`config.mk`:
```
export PLATFORM = sky130hd
export DESIGN_NAME = axil_read_arbiter_flat
export DESIGN_NICKNAME = d
export VERILOG_FILES = /design/src/rtl/axil_pkg.sv /design/src/rtl/axil_read_arbiter_if.sv /design/src/rtl/axil_read_arbiter_rr_pick.sv /design/src/rtl/axil_read_arbiter.sv /design/src/flat_wrapper.sv
export SDC_FILE = /design/constraint.sdc
export NUM_CORES = 1
export LEC_CHECK = 0
export CELL_PAD_IN_SITES_DETAIL_PLACEMENT = 1
export CELL_PAD_IN_SITES_GLOBAL_PLACEMENT = 1
export CORE_ASPECT_RATIO = 0.7
export CORE_UTILIZATION = 20
export CTS_CLUSTER_DIAMETER = 150
export DETAILED_ROUTE_END_ITERATION = 12
export GPL_ROUTABILITY_DRIVEN = 0
export PLACE_DENSITY = 0.84
export REMOVE_ABC_BUFFERS = 1
export SLEW_MARGIN = 20
export SYNTH_ARGS = -nofsm -noshare
export SYNTH_HDL_FRONTEND = slang
export SYNTH_SLANG_ARGS = --single-unit
```
`constraint.sdc`:
```
create_clock -name ACLK -period 1.75 [get_ports ACLK]
set_clock_uncertainty 0.2 [all_clocks]
set_input_delay 0.525 -clock ACLK [delete_from_list [all_inputs] [get_ports ACLK]]
set_output_delay 0.525 -clock ACLK [all_outputs]
set_load 0.02 [all_outputs]
```
`src/rtl/axil_pkg.sv`:
```
// Shared AXI4-Lite arbiter definitions: read FSM state encoding and response codes.
package axil_pkg;

    typedef enum logic [1:0] {
        IDLE = 2'b00,
        ADDR = 2'b01,
        DATA = 2'b10
    } state_t;

    localparam logic [1:0] RESP_OKAY   = 2'b00;
    localparam logic [1:0] RESP_EXOKAY = 2'b01;
    localparam logic [1:0] RESP_SLVERR = 2'b10;
    localparam logic [1:0] RESP_DECERR = 2'b11;

endpackage

```
`src/rtl/axil_read_arbiter_if.sv`:
```
// Requester-side and master-side AR/R channel bundle of the read arbiter.
// The master modport is the arbiter's view; slave is the surrounding environment.
interface axil_read_arbiter_if #(
    parameter int NUM_REQ = 2,
    parameter int ADDR_W  = 32,
    parameter int DATA_W  = 32
);

    logic [NUM_REQ-1:0]        req_arvalid;
    logic [NUM_REQ*ADDR_W-1:0] req_araddr;
    logic [NUM_REQ-1:0]        req_arready;
    logic [NUM_REQ-1:0]        req_rvalid;
    logic [NUM_REQ-1:0]        req_rready;
    logic [DATA_W-1:0]         req_rdata;
    logic [1:0]                req_rresp;

    logic                      M_ARVALID;
    logic [ADDR_W-1:0]         M_ARADDR;
    logic                      M_ARREADY;
    logic                      M_RVALID;
    logic                      M_RREADY;
    logic [DATA_W-1:0]         M_RDATA;
    logic [1:0]                M_RRESP;

    modport master (
        input  req_arvalid, req_araddr, req_rready,
        input  M_ARREADY, M_RVALID, M_RDATA, M_RRESP,
        output req_arready, req_rvalid, req_rdata, req_rresp,
        output M_ARVALID, M_ARADDR, M_RREADY
    );

    modport slave (
        output req_arvalid, req_araddr, req_rready,
        output M_ARREADY, M_RVALID, M_RDATA, M_RRESP,
        input  req_arready, req_rvalid, req_rdata, req_rresp,
        input  M_ARVALID, M_ARADDR, M_RREADY
    );

endinterface

```
`src/rtl/axil_read_arbiter_rr_pick.sv`:
```
// Combinational round-robin picker: first set request bit searching upward from
// last_grant+1, wrapping modulo NUM_REQ. Shared by the read and write arbiters.
module rr_pick #(
    parameter int NUM_REQ = 2
) (
    input  logic [NUM_REQ-1:0]         req,
    input  logic [$clog2(NUM_REQ)-1:0] last_grant,
    output logic [NUM_REQ-1:0]         grant,
    output logic [$clog2(NUM_REQ)-1:0] grant_idx,
    output logic                       any
);

    localparam int IDX_W = $clog2(NUM_REQ);

    logic [IDX_W-1:0] cand_s;
    logic             found_s;

    // Rotating priority search; the requester just served is visited last
    always_comb begin
        grant     = '0;
        grant_idx = '0;
        found_s   = 1'b0;
        cand_s    = '0;
        for (int k = 1; k <= NUM_REQ; k++) begin
            cand_s = IDX_W'((int'(last_grant) + k) % NUM_REQ);
            if (!found_s && req[cand_s]) begin
                found_s       = 1'b1;
                grant[cand_s] = 1'b1;
                grant_idx     = cand_s;
            end else begin
                found_s = found_s;
            end
        end
        any = found_s;
    end

endmodule

```
`src/rtl/axil_read_arbiter.sv`:
```
// Round-robin arbiter sharing one AXI4-Lite read master port between NUM_REQ
// requesters, one transaction (address phase then data phase) in flight at a time.
module axil_read_arbiter
    import axil_pkg::*;
#(
    parameter int NUM_REQ = 2,
    parameter int ADDR_W  = 32,
    parameter int DATA_W  = 32
) (
    input  logic                       ACLK,
    input  logic                       ARESETn,
    axil_read_arbiter_if.master        bus,
    output logic                       busy,
    output logic [$clog2(NUM_REQ)-1:0] grant_id
);

    localparam int               IDX_W     = $clog2(NUM_REQ);
    localparam logic [IDX_W-1:0] LAST_INIT = IDX_W'(NUM_REQ - 1);

    state_t             state_r;
    state_t             next_state_s;
    logic [ADDR_W-1:0]  araddr_r;
    logic [ADDR_W-1:0]  araddr_sel_s;
    logic [IDX_W-1:0]   grant_r;
    logic [IDX_W-1:0]   last_r;
    logic [IDX_W-1:0]   pick_idx_s;
    logic [NUM_REQ-1:0] pick_grant_s;
    logic               pick_any_s;
    logic [NUM_REQ-1:0] arready_s;
    logic [NUM_REQ-1:0] rvalid_s;
    logic               load_s;
    logic               done_s;
    logic               m_arvalid_s;
    logic               m_rready_s;
    logic [DATA_W-1:0]  rdata_s;
    logic [1:0]         rresp_s;

    rr_pick #(.NUM_REQ(NUM_REQ)) u_pick (
        .req        (bus.req_arvalid),
        .last_grant (last_r),
        .grant      (pick_grant_s),
        .grant_idx  (pick_idx_s),
        .any        (pick_any_s)
    );

    // One-hot address mux driven by the picker's grant
    always_comb begin
        araddr_sel_s = '0;
        for (int i = 0; i < NUM_REQ; i++) begin
            araddr_sel_s = araddr_sel_s
                         | (bus.req_araddr[i*ADDR_W +: ADDR_W] & {ADDR_W{pick_grant_s[i]}});
        end
    end

    // Next-state and channel steering; R signals stay quiet outside DATA
    always_comb begin
        next_state_s = state_r;
        arready_s    = '0;
        load_s       = 1'b0;
        done_s       = 1'b0;
        m_arvalid_s  = 1'b0;
        m_rready_s   = 1'b0;
        rvalid_s     = '0;
        rdata_s      = '0;
        rresp_s      = RESP_OKAY;
        case (state_r)
            IDLE: begin
                if (pick_any_s) begin
                    arready_s    = pick_grant_s;
                    load_s       = 1'b1;
                    next_state_s = ADDR;
                end else begin
                    next_state_s = IDLE;
                end
            end
            ADDR: begin
                m_arvalid_s = 1'b1;
                if (bus.M_ARREADY) begin
                    next_state_s = DATA;
                end else begin
                    next_state_s = ADDR;
                end
            end
            DATA: begin
                rvalid_s[grant_r] = bus.M_RVALID;
                m_rready_s        = bus.req_rready[grant_r];
                rdata_s           = bus.M_RDATA;
                rresp_s           = bus.M_RRESP;
                if (bus.M_RVALID && m_rready_s) begin
                    done_s       = 1'b1;
                    next_state_s = IDLE;
                end else begin
                    next_state_s = DATA;
                end
            end
            default: begin
                next_state_s = IDLE;
            end
        endcase
    end

    // State, captured address/grant, and round-robin pointer
    always_ff @(posedge ACLK or posedge ARESETn) begin
        if (ARESETn) begin
            state_r  <= IDLE;
            araddr_r <= '0;
            grant_r  <= '0;
            last_r   <= LAST_INIT;
        end else begin
            state_r <= next_state_s;
            if (load_s) begin
                araddr_r <= araddr_sel_s;
                grant_r  <= pick_idx_s;
            end
            if (done_s) begin
                last_r <= grant_r;
            end
        end
    end

    assign bus.req_arready = arready_s;
    assign bus.req_rvalid  = rvalid_s;
    assign bus.req_rdata   = rdata_s;
    assign bus.req_rresp   = rresp_s;
    assign bus.M_ARVALID   = m_arvalid_s;
    assign bus.M_ARADDR    = araddr_r;
    assign bus.M_RREADY    = m_rready_s;
    assign busy            = (state_r != IDLE);
    assign grant_id        = grant_r;

endmodule

```
`src/flat_wrapper.sv`:
```
// flat-port wrapper written by rule: the top's interface ports become plain ports
module axil_read_arbiter_flat import axil_pkg::*;
#(
    parameter int NUM_REQ = 2,
    parameter int ADDR_W  = 32,
    parameter int DATA_W  = 32
)
  (ACLK, ARESETn, busy, grant_id, bus_req_arvalid, bus_req_araddr, bus_req_rready, bus_M_ARREADY, bus_M_RVALID, bus_M_RDATA, bus_M_RRESP, bus_req_arready, bus_req_rvalid, bus_req_rdata, bus_req_rresp, bus_M_ARVALID, bus_M_ARADDR, bus_M_RREADY);
  axil_read_arbiter_if #(.NUM_REQ(NUM_REQ), .ADDR_W(ADDR_W), .DATA_W(DATA_W)) bus_i ();
  input  logic ACLK;
  input  logic ARESETn;
  output logic busy;
  output logic [$clog2(NUM_REQ)-1:0] grant_id;
  input wire logic [$bits(bus_i.req_arvalid)-1:0] bus_req_arvalid;
  input wire logic [$bits(bus_i.req_araddr)-1:0] bus_req_araddr;
  input wire logic [$bits(bus_i.req_rready)-1:0] bus_req_rready;
  input wire logic [$bits(bus_i.M_ARREADY)-1:0] bus_M_ARREADY;
  input wire logic [$bits(bus_i.M_RVALID)-1:0] bus_M_RVALID;
  input wire logic [$bits(bus_i.M_RDATA)-1:0] bus_M_RDATA;
  input wire logic [$bits(bus_i.M_RRESP)-1:0] bus_M_RRESP;
  output wire logic [$bits(bus_i.req_arready)-1:0] bus_req_arready;
  output wire logic [$bits(bus_i.req_rvalid)-1:0] bus_req_rvalid;
  output wire logic [$bits(bus_i.req_rdata)-1:0] bus_req_rdata;
  output wire logic [$bits(bus_i.req_rresp)-1:0] bus_req_rresp;
  output wire logic [$bits(bus_i.M_ARVALID)-1:0] bus_M_ARVALID;
  output wire logic [$bits(bus_i.M_ARADDR)-1:0] bus_M_ARADDR;
  output wire logic [$bits(bus_i.M_RREADY)-1:0] bus_M_RREADY;
  assign bus_i.req_arvalid = bus_req_arvalid;
  assign bus_i.req_araddr = bus_req_araddr;
  assign bus_i.req_rready = bus_req_rready;
  assign bus_i.M_ARREADY = bus_M_ARREADY;
  assign bus_i.M_RVALID = bus_M_RVALID;
  assign bus_i.M_RDATA = bus_M_RDATA;
  assign bus_i.M_RRESP = bus_M_RRESP;
  assign bus_req_arready = bus_i.req_arready;
  assign bus_req_rvalid = bus_i.req_rvalid;
  assign bus_req_rdata = bus_i.req_rdata;
  assign bus_req_rresp = bus_i.req_rresp;
  assign bus_M_ARVALID = bus_i.M_ARVALID;
  assign bus_M_ARADDR = bus_i.M_ARADDR;
  assign bus_M_RREADY = bus_i.M_RREADY;
  axil_read_arbiter #(.NUM_REQ(NUM_REQ), .ADDR_W(ADDR_W), .DATA_W(DATA_W)) u_core (.ACLK(ACLK), .ARESETn(ARESETn), .bus(bus_i), .busy(busy), .grant_id(grant_id));
endmodule
```
==> run_summary.xml <==
<?xml version="1.0" encoding="UTF-8"?>
<metrics>
  <group name="placement">
    <metric name="hpwlAfterDp" unit="um">6560</metric>
    <metric name="post-place-cells" unit="">486</metric>
    <metric name="placedInstanceArea" unit="um2">4100</metric>
    <metric name="dp_worst_setup_slack" unit="ns">-0.997</metric>
    <metric name="port-buffer-count" unit="">179</metric>
  </group>
  <group name="logic_synthesis">
    <metric name="synthesized_flop_and_latch_total" unit="">36</metric>
    <metric name="postSynthCellCount" unit="">176</metric>
    <metric name="synth_ff_type" unit="">dfrtp_1</metric>
    <metric name="synth.yosys.seq_area_share" unit="">0.438</metric>
    <metric name="yosys_warnings" unit="">0</metric>
    <metric name="edff_count_synth" unit="">0</metric>
    <metric name="yosys.cell_types.count" unit="">28</metric>
    <metric name="syn_area_per_cell" unit="um2">11.7</metric>
    <metric name="postSynth.asyncResetShare" unit="">1.00</metric>
    <metric name="post_synthesis_cell_area" unit="um2">2060</metric>
  </group>
  <group name="die">
    <metric name="placementRows" unit="">30</metric>
    <metric name="die_height" unit="um">86.9</metric>
    <metric name="num_io_pins" unit="">180</metric>
    <metric name="core_area" unit="um2">9830</metric>
    <metric name="initial_core_util" unit="">0.210</metric>
    <metric name="die_area" unit="um2">10700</metric>
    <metric name="die_wd" unit="um">123</metric>
  </group>
  <group name="worst_setup_path">
    <metric name="crit_path_end_kind" unit="">primary output</metric>
    <metric name="worst_ep_arrival_time" unit="ns">1.43</metric>
    <metric name="worstPathRequired" unit="ns">1.02</metric>
    <metric name="timing.critical_path.max_delay_family" unit="">buffers and inverters</metric>
    <metric name="regToRegEndpoint" unit="">u_core.bus.M_ARADDR[1]</metric>
    <metric name="crit_path_start_kind" unit="">input pin</metric>
    <metric name="worstPathMaxFanout" unit="">3</metric>
    <metric name="r2r_setup_slack" unit="ns">-0.16</metric>
    <metric name="crit_chain" unit="">clkdlybuf4s50_1 -&gt; and3_4 -&gt; buf_6</metric>
    <metric name="r2r-start" unit="">u_core.state_r[1]</metric>
    <metric name="critPathKind" unit="">in -&gt; out</metric>
    <metric name="crit_path_max_incr_delay" unit="ns">0.57</metric>
    <metric name="crit_path_top_delay_cell" unit="">clkdlybuf4s50_1</metric>
    <metric name="r2r_cell_count" unit="">8</metric>
    <metric name="cp_num_buf_inv" unit="">2</metric>
  </group>
  <group name="clock_tree">
    <metric name="root_buffer_selected_by_cts" unit="">clkbuf_16</metric>
    <metric name="max-clock-path-buffers" unit="">2</metric>
    <metric name="tritoncts.num_buffers" unit="">5</metric>
    <metric name="path_clk_slew" unit="ns">0.05</metric>
    <metric name="tritoncts_clock_tree" unit="">yes</metric>
    <metric name="cts.sink_count" unit="">36</metric>
    <metric name="count_of_h_tree_levels_built_during_cts" unit="">2</metric>
    <metric name="clk-insertion-delay-late" unit="ns">0.28</metric>
  </group>
  <group name="timing">
    <metric name="layout_min_cycle_time" unit="ns">2.15</metric>
    <metric name="final.setup.worst_slack" unit="ns">-0.401</metric>
    <metric name="final-max-slew-violation-count" unit="">0</metric>
    <metric name="maxSlewHeadroom" unit="">0.811</metric>
    <metric name="maximum_operating_frequency" unit="MHz">465</metric>
    <metric name="timing_hold_violations_final" unit="">0</metric>
    <metric name="tightestPinTransition" unit="ns">0.283</metric>
    <metric name="report.final.setup_viol" unit="">62</metric>
    <metric name="rsz_0062_raised_after_global_routing" unit="">true</metric>
    <metric name="finalCritPeriodShare" unit="">1.23</metric>
  </group>
  <group name="drt">
    <metric name="drt.antenna.violating_nets" unit="">0</metric>
    <metric name="initialDrtViolationCount" unit="">60</metric>
    <metric name="wire_per_inst" unit="um">19.6</metric>
    <metric name="detail_route.wirelength" unit="um">10100</metric>
    <metric name="detailroute.via_count" unit="">2365</metric>
    <metric name="detailedRoute.firstPassIterationCount" unit="">4</metric>
    <metric name="remaining_drc_errors" unit="">0</metric>
    <metric name="route.detailed.vias_per_inst" unit="">4.59</metric>
  </group>
  <group name="min_path">
    <metric name="timing.hold.worst.start" unit="">u_core.bus.M_ARADDR[24]</metric>
    <metric name="hold_path_stages" unit="">1</metric>
    <metric name="holdPathEnd" unit="">u_core.bus.M_ARADDR[24]</metric>
    <metric name="hold_path.class" unit="">reg -&gt; reg</metric>
  </group>
  <group name="cells_and_area">
    <metric name="final_cells" unit="">515</metric>
    <metric name="stdcell_area" unit="um2">4740</metric>
    <metric name="p_r_area_growth_vs_syn" unit="%">130</metric>
    <metric name="final_core_utilization" unit="">0.482</metric>
    <metric name="nets" unit="">493</metric>
    <metric name="final_common_cell" unit="">clkdlybuf4s50_1</metric>
    <metric name="commonest_non_fill_non_tap_cells_in_the_layout" unit="">clkdlybuf4s50_1 (101), buf_6 (55), dfrtp_1 (34), dlygate4sd2_1 (32), and2_4 (26)</metric>
    <metric name="final_layout_size_suffix_gt1_frac" unit="">0.413</metric>
    <metric name="n_antenna_cell" unit="">0</metric>
  </group>
  <group name="pwr">
    <metric name="static-leakage-power" unit="nW">2.15</metric>
    <metric name="power.density" unit="nW/um2">1410</metric>
    <metric name="fin_total_pwr" unit="mW">6.69</metric>
    <metric name="ir_worst_vdd" unit="mV">0.571</metric>
  </group>
  <group name="run_status">
    <metric name="run_status" unit="">finished with violations</metric>
    <metric name="failed_checks" unit="">setup timing</metric>
  </group>
  <group name="global_routing">
    <metric name="first_global_vias" unit="">2555</metric>
    <metric name="maximum_number_of_pins_on_one_net_before_global_route_repair" unit="">37</metric>
    <metric name="grt_usage" unit="">0.185</metric>
    <metric name="global_route.overflow_total" unit="">0</metric>
    <metric name="first_pass_grt_wire_length" unit="um">14600</metric>
    <metric name="number_of_antenna_violations_at_the_first_check_in_global_routing" unit="">0</metric>
  </group>
  <group name="flow_run">
    <metric name="timing.max_cap.violations" unit="">0</metric>
  </group>
</metrics>
## what timing repair did
item | in CTS | in global routing
gates cloned | 6 | 2
setup buffers | 13 | 10
pin swaps | 19 | 16
hold buffers | 0 | 0
endpoints found under the hold margin | 0 | 0
gates resized for setup | 336 | 36
setup endpoints to repair | 107 | 78
## kinds of logic after synthesis
family / count (synthesis) / synth area share
compound gates: 41 / 0.192
buf+inv: 21 / 0.0631
flops: 36 / 0.438
mux: 24 / 0.131
simple gates: 54 / 0.175
## routing by layer
layer  track usage  up-vias  part of all wire
li1              -     1088                 -
met1         0.224     1196              0.43
met2         0.330       67              0.51
met3        0.0445       14             0.045
met4        0.0460        0             0.013
met5             0        -                 0
## where the power goes
group / switching (mW) / total (mW) / internal, mW
Sequential: 0.216 / 1.44 / 1.22
Clock: 0.330 / 0.847 / 0.517
Combinational: 1.99 / 4.41 / 2.41
Total: 2.54 / 6.69 / 4.15
## synthesized netlist by cell type (3+ instances only)
cell,count,area (um2)
clkbuf_1,7,26.3
and2_1,36,225
buf_6,4,45.0
mux2_2,24,270
a221o_1,8,80.1
and4_1,5,43.8
dfrtp_1,35,876
inv_1,3,11.3
and4_2,3,30.0
a32o_1,24,240
buf_4,5,37.5
## per-stage QoR
stage / setup TNS, ns / hold slack [ns]
final: -16.62 / 0.300
after global routing: -20.47 / 0.315
after CTS: -17.32 / 0.303
after detailed placement: -47.51 / 0.296
after global placement: -46.28 / 0.286
after floorplan: -35.12 / 0.307
## worst max path at each step
| stage | end | start | cells after the start | slack, ns |
|---|---|---|---|---|
| floorplan | bus_req_rvalid[0] | u_core.state_r[0] | 3 | -0.71 |
| finish | bus_req_rvalid[1] | bus_M_RVALID | 3 | -0.40 |
| global route | bus_req_rdata[13] | u_core.state_r[0] | 5 | -0.46 |
| CTS | bus_req_rvalid[0] | u_core.state_r[0] | 6 | -0.35 |
| detailed placement | bus_req_arready[1] | bus_req_arvalid[0] | 5 | -1.0 |
| global placement | bus_req_arready[1] | bus_req_arvalid[0] | 5 | -0.99 |
## registers in the layout (all words and copies together), names as in the netlist
| signal | count |
|---|---|
| u_core.last_r | 1 |
| u_core.grant_id | 1 |
| u_core.bus.M_ARADDR | 32 |
| u_core.state_r | 2 |
## cell type report
cell class                      instances  area [um2]
Inverter                                3        13.8
Timing Repair Buffer                  222        2340
Clock inverter                          1        5.00
Fill cell                            1066        5100
Multi-Input combinational cell        119        1180
Tap cell                              128         160
Clock buffer                            6         129
Sequential cell                        36         903
(Power assumes the default switching activity.)
